File: config.mk
export PLATFORM = sky130hd
export DESIGN_NAME = run_length_detector_flat
export DESIGN_NICKNAME = d
export VERILOG_FILES = /design/src/rtl/run_length_detector_if.sv /design/src/rtl/run_length_detector.sv /design/src/flat_wrapper.sv
export SDC_FILE = /design/constraint.sdc
export NUM_CORES = 1
export LEC_CHECK = 0
export ABC_CLOCK_PERIOD_IN_PS = 1300
export BUFFER_PORTS_ARGS = -buffer_cell sky130_fd_sc_hd__buf_2
export CAP_MARGIN = 20
export CORE_MARGIN = 10
export CORE_UTILIZATION = 33
export CTS_BUF_LIST = sky130_fd_sc_hd__clkbuf_2 sky130_fd_sc_hd__clkbuf_4 sky130_fd_sc_hd__clkbuf_8
export DETAILED_ROUTE_END_ITERATION = 8
export PLACE_DENSITY = 0.64
export SLEW_MARGIN = 30
export SYNTH_ARGS = -nofsm -noshare
export SYNTH_HDL_FRONTEND = slang
export SYNTH_SLANG_ARGS = --single-unit
File: constraint.sdc
create_clock -name clk -period 1.3 [get_ports clk]
set_input_delay 0.26 -clock clk [delete_from_list [all_inputs] [get_ports clk]]
set_output_delay 0.26 -clock clk [all_outputs]
set_load 0.05 [all_outputs]
File: src/rtl/run_length_detector_if.sv
// Sample/control and status bundle for run_length_detector.
// The master drives en/w/clr; the slave returns out, run_len and match_count.
interface run_length_detector_if #(
    parameter int unsigned RUN_LEN = 3,
    parameter int unsigned COUNT_W = 4
);
    localparam int unsigned RLW = $clog2(RUN_LEN + 1);

    logic               en;
    logic               w;
    logic               clr;
    logic               out;
    logic [RLW-1:0]     run_len;
    logic [COUNT_W-1:0] match_count;

    modport master (
        output en, w, clr,
        input  out, run_len, match_count
    );

    modport slave (
        input  en, w, clr,
        output out, run_len, match_count
    );
endinterface

File: src/rtl/run_length_detector.sv
// Moore FSM that detects runs of RUN_LEN consecutive 1s on a serial input,
// with a level or one-shot output and a saturating count of detected runs.
module run_length_detector #(
    parameter int unsigned RUN_LEN = 3,
    parameter bit          PULSE   = 1'b0,
    parameter int unsigned COUNT_W = 4
) (
    input logic                  clk,
    input logic                  reset,
    run_length_detector_if.slave bus
);
    localparam int unsigned        RLW     = $clog2(RUN_LEN + 1);
    localparam logic [RLW-1:0]     RL_MAX  = RLW'(RUN_LEN);
    localparam logic [COUNT_W-1:0] CNT_MAX = '1;

    typedef enum logic [1:0] {StIdle, StRun, StDet} state_e;

    state_e             r_state, w_state_d;
    logic [RLW-1:0]     r_run_len, w_run_len_d;
    logic [COUNT_W-1:0] r_count, w_count_d;
    logic               r_out, w_out_d;
    logic               w_detect;

    always_ff @(posedge clk or negedge reset) begin
        if (!reset) begin
            r_state   <= StIdle;
            r_run_len <= '0;
            r_count   <= '0;
            r_out     <= 1'b0;
        end else begin
            r_state   <= w_state_d;
            r_run_len <= w_run_len_d;
            r_count   <= w_count_d;
            r_out     <= w_out_d;
        end
    end

    always_comb begin
        w_state_d   = r_state;
        w_run_len_d = r_run_len;
        w_detect    = 1'b0;
        if (bus.en) begin
            unique case (r_state)
                StIdle: begin
                    if (bus.w) begin
                        w_state_d   = StRun;
                        w_run_len_d = RLW'(1);
                    end
                end
                StRun: begin
                    if (bus.w) begin
                        w_run_len_d = r_run_len + 1'b1;
                        if (r_run_len == RL_MAX - 1'b1) begin
                            w_state_d = StDet;
                            w_detect  = 1'b1;
                        end
                    end else begin
                        w_state_d   = StIdle;
                        w_run_len_d = '0;
                    end
                end
                StDet: begin
                    if (!bus.w) begin
                        w_state_d   = StIdle;
                        w_run_len_d = '0;
                    end
                end
                default: begin
                    w_state_d   = StIdle;
                    w_run_len_d = '0;
                end
            endcase
        end
    end

    // out is registered from the next state so it tracks DET with no extra lag.
    always_comb begin
        w_out_d = PULSE ? w_detect : (w_state_d == StDet);
        if (bus.clr) begin
            w_count_d = '0;
        end else if (w_detect && (r_count != CNT_MAX)) begin
            w_count_d = r_count + 1'b1;
        end else begin
            w_count_d = r_count;
        end
    end

    assign bus.out         = r_out;
    assign bus.run_len     = r_run_len;
    assign bus.match_count = r_count;
endmodule

File: src/flat_wrapper.sv
// flat-port wrapper written by rule: the top's interface ports become plain ports
module run_length_detector_flat 
#(
    parameter int unsigned RUN_LEN = 3,
    parameter bit          PULSE   = 1'b0,
    parameter int unsigned COUNT_W = 4
)
  (clk, reset, bus_en, bus_w, bus_clr, bus_out, bus_run_len, bus_match_count);
  run_length_detector_if #(.RUN_LEN(RUN_LEN), .COUNT_W(COUNT_W)) bus_i ();
  input logic clk;
  input logic reset;
  input wire logic [$bits(bus_i.en)-1:0] bus_en;
  input wire logic [$bits(bus_i.w)-1:0] bus_w;
  input wire logic [$bits(bus_i.clr)-1:0] bus_clr;
  output wire logic [$bits(bus_i.out)-1:0] bus_out;
  output wire logic [$bits(bus_i.run_len)-1:0] bus_run_len;
  output wire logic [$bits(bus_i.match_count)-1:0] bus_match_count;
  assign bus_i.en = bus_en;
  assign bus_i.w = bus_w;
  assign bus_i.clr = bus_clr;
  assign bus_out = bus_i.out;
  assign bus_run_len = bus_i.run_len;
  assign bus_match_count = bus_i.match_count;
  run_length_detector #(.RUN_LEN(RUN_LEN), .PULSE(PULSE), .COUNT_W(COUNT_W)) u_core (.clk(clk), .reset(reset), .bus(bus_i));
endmodule
==> results.cfg <==
[status]
outcome = finished, violations left
violations = setup timing

[grt]
grt_max_degree = 10
grt_pass1_vias = 451
grt_overflow = 0
antenna_found_initial = 0
grt_usage_pct = 6.860
grt_pass1_wl_mm = 1.904

[floorplan]
die_h_um = 59.67
core_area_mm2 = 0.001489
num_io_pins = 12
die_x_um = 59.67
start_util_pct = 34.87
dieArea_mm2 = 0.003560
rows = 14

[critical_path]
rr_startpoint = u_core.bus.run_len[0]
path_max_fanout = 4
endpoint_kind = register
required_ns = 1.44
worstPathArrival_ns = 1.52
cp_num_buf_inv = 1
endpoint = u_core.bus.match_count[3]
r2r_end = u_core.bus.match_count[3]
crit_family = flip-flops
crit_path_max_incr_delay_ns = 0.41
critPathKind = reg -> reg
worstSetupStartpoint = u_core.bus.run_len[0]
path_cells = inv_2, ha_4, nand2_8, nor4_4, mux2_4
rr_worst_depth = 5
cp_slowest_cell = dfrtp_2
worstSetupStartpointType = register
cp.depth = 5
reg2reg_slack_ns = -0.07

[drt]
drt-initial-drc-count = 6
wl_met1_um = 503
vias = 469
detail_route.wl_per_cell_um = 11.99
drt-pass1-iter-count = 4
ant_nets = 0
wl_mm = 1.115
wl_met3_um = 46
top_layer = met4
route.met2.wl_um = 554
viasPerCell = 5.043
remaining_drc_errors = 0

[sta]
finalSetupViolCount = 3
finalSetupTns_ns = -0.1449
post-route-period-util_pct = 105.5
clock_skew_ns = 0.001381
relSlewSlack_pct = 83.35
fmax_mhz = 729.0
rsz0062_at_grt = true
worstMarginPinSlew_ns = 0.2514
whs_ns = 0.3832
maxSlewViolCount = 0
post-route-min-period_ns = 1.372
hold_viol = 0
final.setup.worst_slack_ns = -0.07176

[synth]
synthesis.nets = 57
synth_compound_area_share_pct = 9.880
synthCells = 50
synth_warnings = 0
synthMuxAreaShare_pct = 8.434
synth_top_family_by_area = simple AND/OR/NAND/NOR gates
synth_xor_area_share_pct = 1.687
synth_cell_types = 24
ys_seq_elements = 9
seq_area_frac_synth_pct = 43.37
yosys.area_share.simple_pct = 28.92
syn_avg_cell_area_um2 = 10.38
synthAdderAreaFrac_pct = 4.819
syn_area_um2 = 519.2

[power_and_ir_drop]
switchingPower_mw = 0.3313
switching_share_pct = 35.64
leakage_nw = 0.3999
p_clk_share_pct = 25.9
p_total_mw = 0.9295
p_per_area_mw_per_mm2 = 1155
peakVddDrop_uv = 802.5
power.internal_mw = 0.5982
power_frac_seq_pct = 37.1
pwr-share-comb_pct = 37.1

[clocking]
clock_tree.root_cell = clkbuf_4
htreeDepth = 1
clk_latency_ns = 0.25
tritoncts = built
cts_made_buffers = 3
clk_pin_slew_ns = 0.07
cts_buffer_depth = 2
clock-sinks = 9

[placed_design]
hpwl_um = 923.9
io_buffers = 11
gp_congestion = 0.7819
placed_area_um2 = 710.7

[flow_run]
cap_violations = 0

[layout]
layout-drive-gt1-share_pct = 55.84
fin_util_pct = 54.03
final_nets = 85
syn2layout_area_growth_pct = 54.94
fillCellCount = 126
fin_area_um2 = 804.5
antenna_cells = 0

[hold_path]
holdCritPathClass = in -> async
[repair_timing]
action                                  in CTS  in global routing
gates resized for setup                      4                  6
pin swaps                                    1                  3
hold buffers                                 1                  0
endpoints found under the setup margin       3                  7
hold endpoints to repair                     9                  0
setup buffers                                1                  0
gates cloned                                 0                  0
[state kept, by name, summed over array words and instances (netlist names)]
name	flops
u_core.bus.run_len	2
u_core.r_state	2
u_core.bus.match_count	4
u_core.bus.out	1
[cells in the mapped netlist]
cell type	count	area, um^2
mux2_2	3	33.78
nor3_1	1	5.000
and3_1	1	6.260
and2b_1	2	15.01
o21ai_0	3	15.01
nor4_2	1	12.51
a21oi_1	2	10.01
nand2b_1	3	18.77
nand3b_4	1	20.02
nor2_1	4	15.01
dfrtp_1	9	225.2
a21o_1	1	7.510
ha_1	2	25.02
nor3_2	1	10.01
nand4_1	1	6.260
inv_1	4	15.01
nor2b_1	3	18.77
a41o_1	1	10.01
mux2i_1	1	10.01
and4b_1	1	10.01
o2bb2ai_1	1	8.760
xor2_1	1	8.760
nand2_1	2	7.510
nand3_1	1	5.000
[power by group through the flow]
| stage | registers, mW | clock network (mW) | logic, mW |
|---|---|---|---|
| 3_5_place_dp | 0.347 | 0 | 0.337 |
| 6_report | 0.344 | 0.241 | 0.344 |
| 2_1_floorplan | 0.446 | 0 | 0.102 |
| 5_1_grt | 0.348 | 0.261 | 0.370 |
| 4_1_cts | 0.341 | 0.247 | 0.342 |
| 3_3_place_gp | 0.346 | 0 | 0.326 |
[metrics by stage]
step           setup WS, ns  instances
2_1_floorplan       -0.2597         50
3_3_place_gp        -0.1447         87
3_5_place_dp        -0.1834         87
4_1_cts            -0.07279         93
5_1_grt             -0.1291         93
6_report           -0.07176         93
[routing by layer]
metal | up-vias | track usage (%)
met5 | - | 0
met4 | 0 | 2.885
li1 | 231 | -
met2 | 4 | 10.15
met3 | 2 | 2.754
met1 | 232 | 8.537
[cell families after synthesis]
logic type / after synthesis
multiplexers: 4
flip-flops: 9
adder cells (fa/ha/maj): 2
AND/OR/NAND/NOR: 22
buffers and inverters: 4
AO/OA/AOI/OAI: 8
XOR/XNOR: 1
[cell usage in the layout, fill, tap and decap left out, drive strengths merged, types with 2 or more instances in the layout]
master  instances
mux2            3
nand2b          3
o21ai           3
nand2           2
nor3            2
inv             4
nor2b           3
clkbuf          5
ha              2
buf            21
nor2            4
a21oi           2
and2b           2
dfrtp           9
[area by class of cell]
| cell class | instances | area, um^2 | area share (%) |
|---|---|---|---|
| Timing Repair Buffer | 23 | 152.6 | 18.97 |
| Sequential cell | 9 | 230.2 | 28.62 |
| Clock buffer | 4 | 30.03 | 3.733 |
| Tap cell | 16 | 20.02 | 2.488 |
| Inverter | 4 | 15.01 | 1.866 |
| Multi-Input combinational cell | 37 | 356.6 | 44.32 |
[worst min path at each step]
| stage | cells after the start | to | from | slack [ns] |
|---|---|---|---|---|
| floorplan | 0 | u_core.bus.match_count[0] | reset | -0.04 |
| global placement | 1 | u_core.bus.match_count[2] | reset | 0.13 |
| detailed placement | 1 | u_core.bus.match_count[2] | reset | 0.13 |
| CTS | 3 | u_core.bus.match_count[1] | bus_clr | 0.37 |
| global route | 2 | u_core.bus.match_count[2] | reset | 0.40 |
| finish | 2 | u_core.bus.match_count[2] | reset | 0.38 |
No activity file was read; power rests on OpenSTA's default activity.
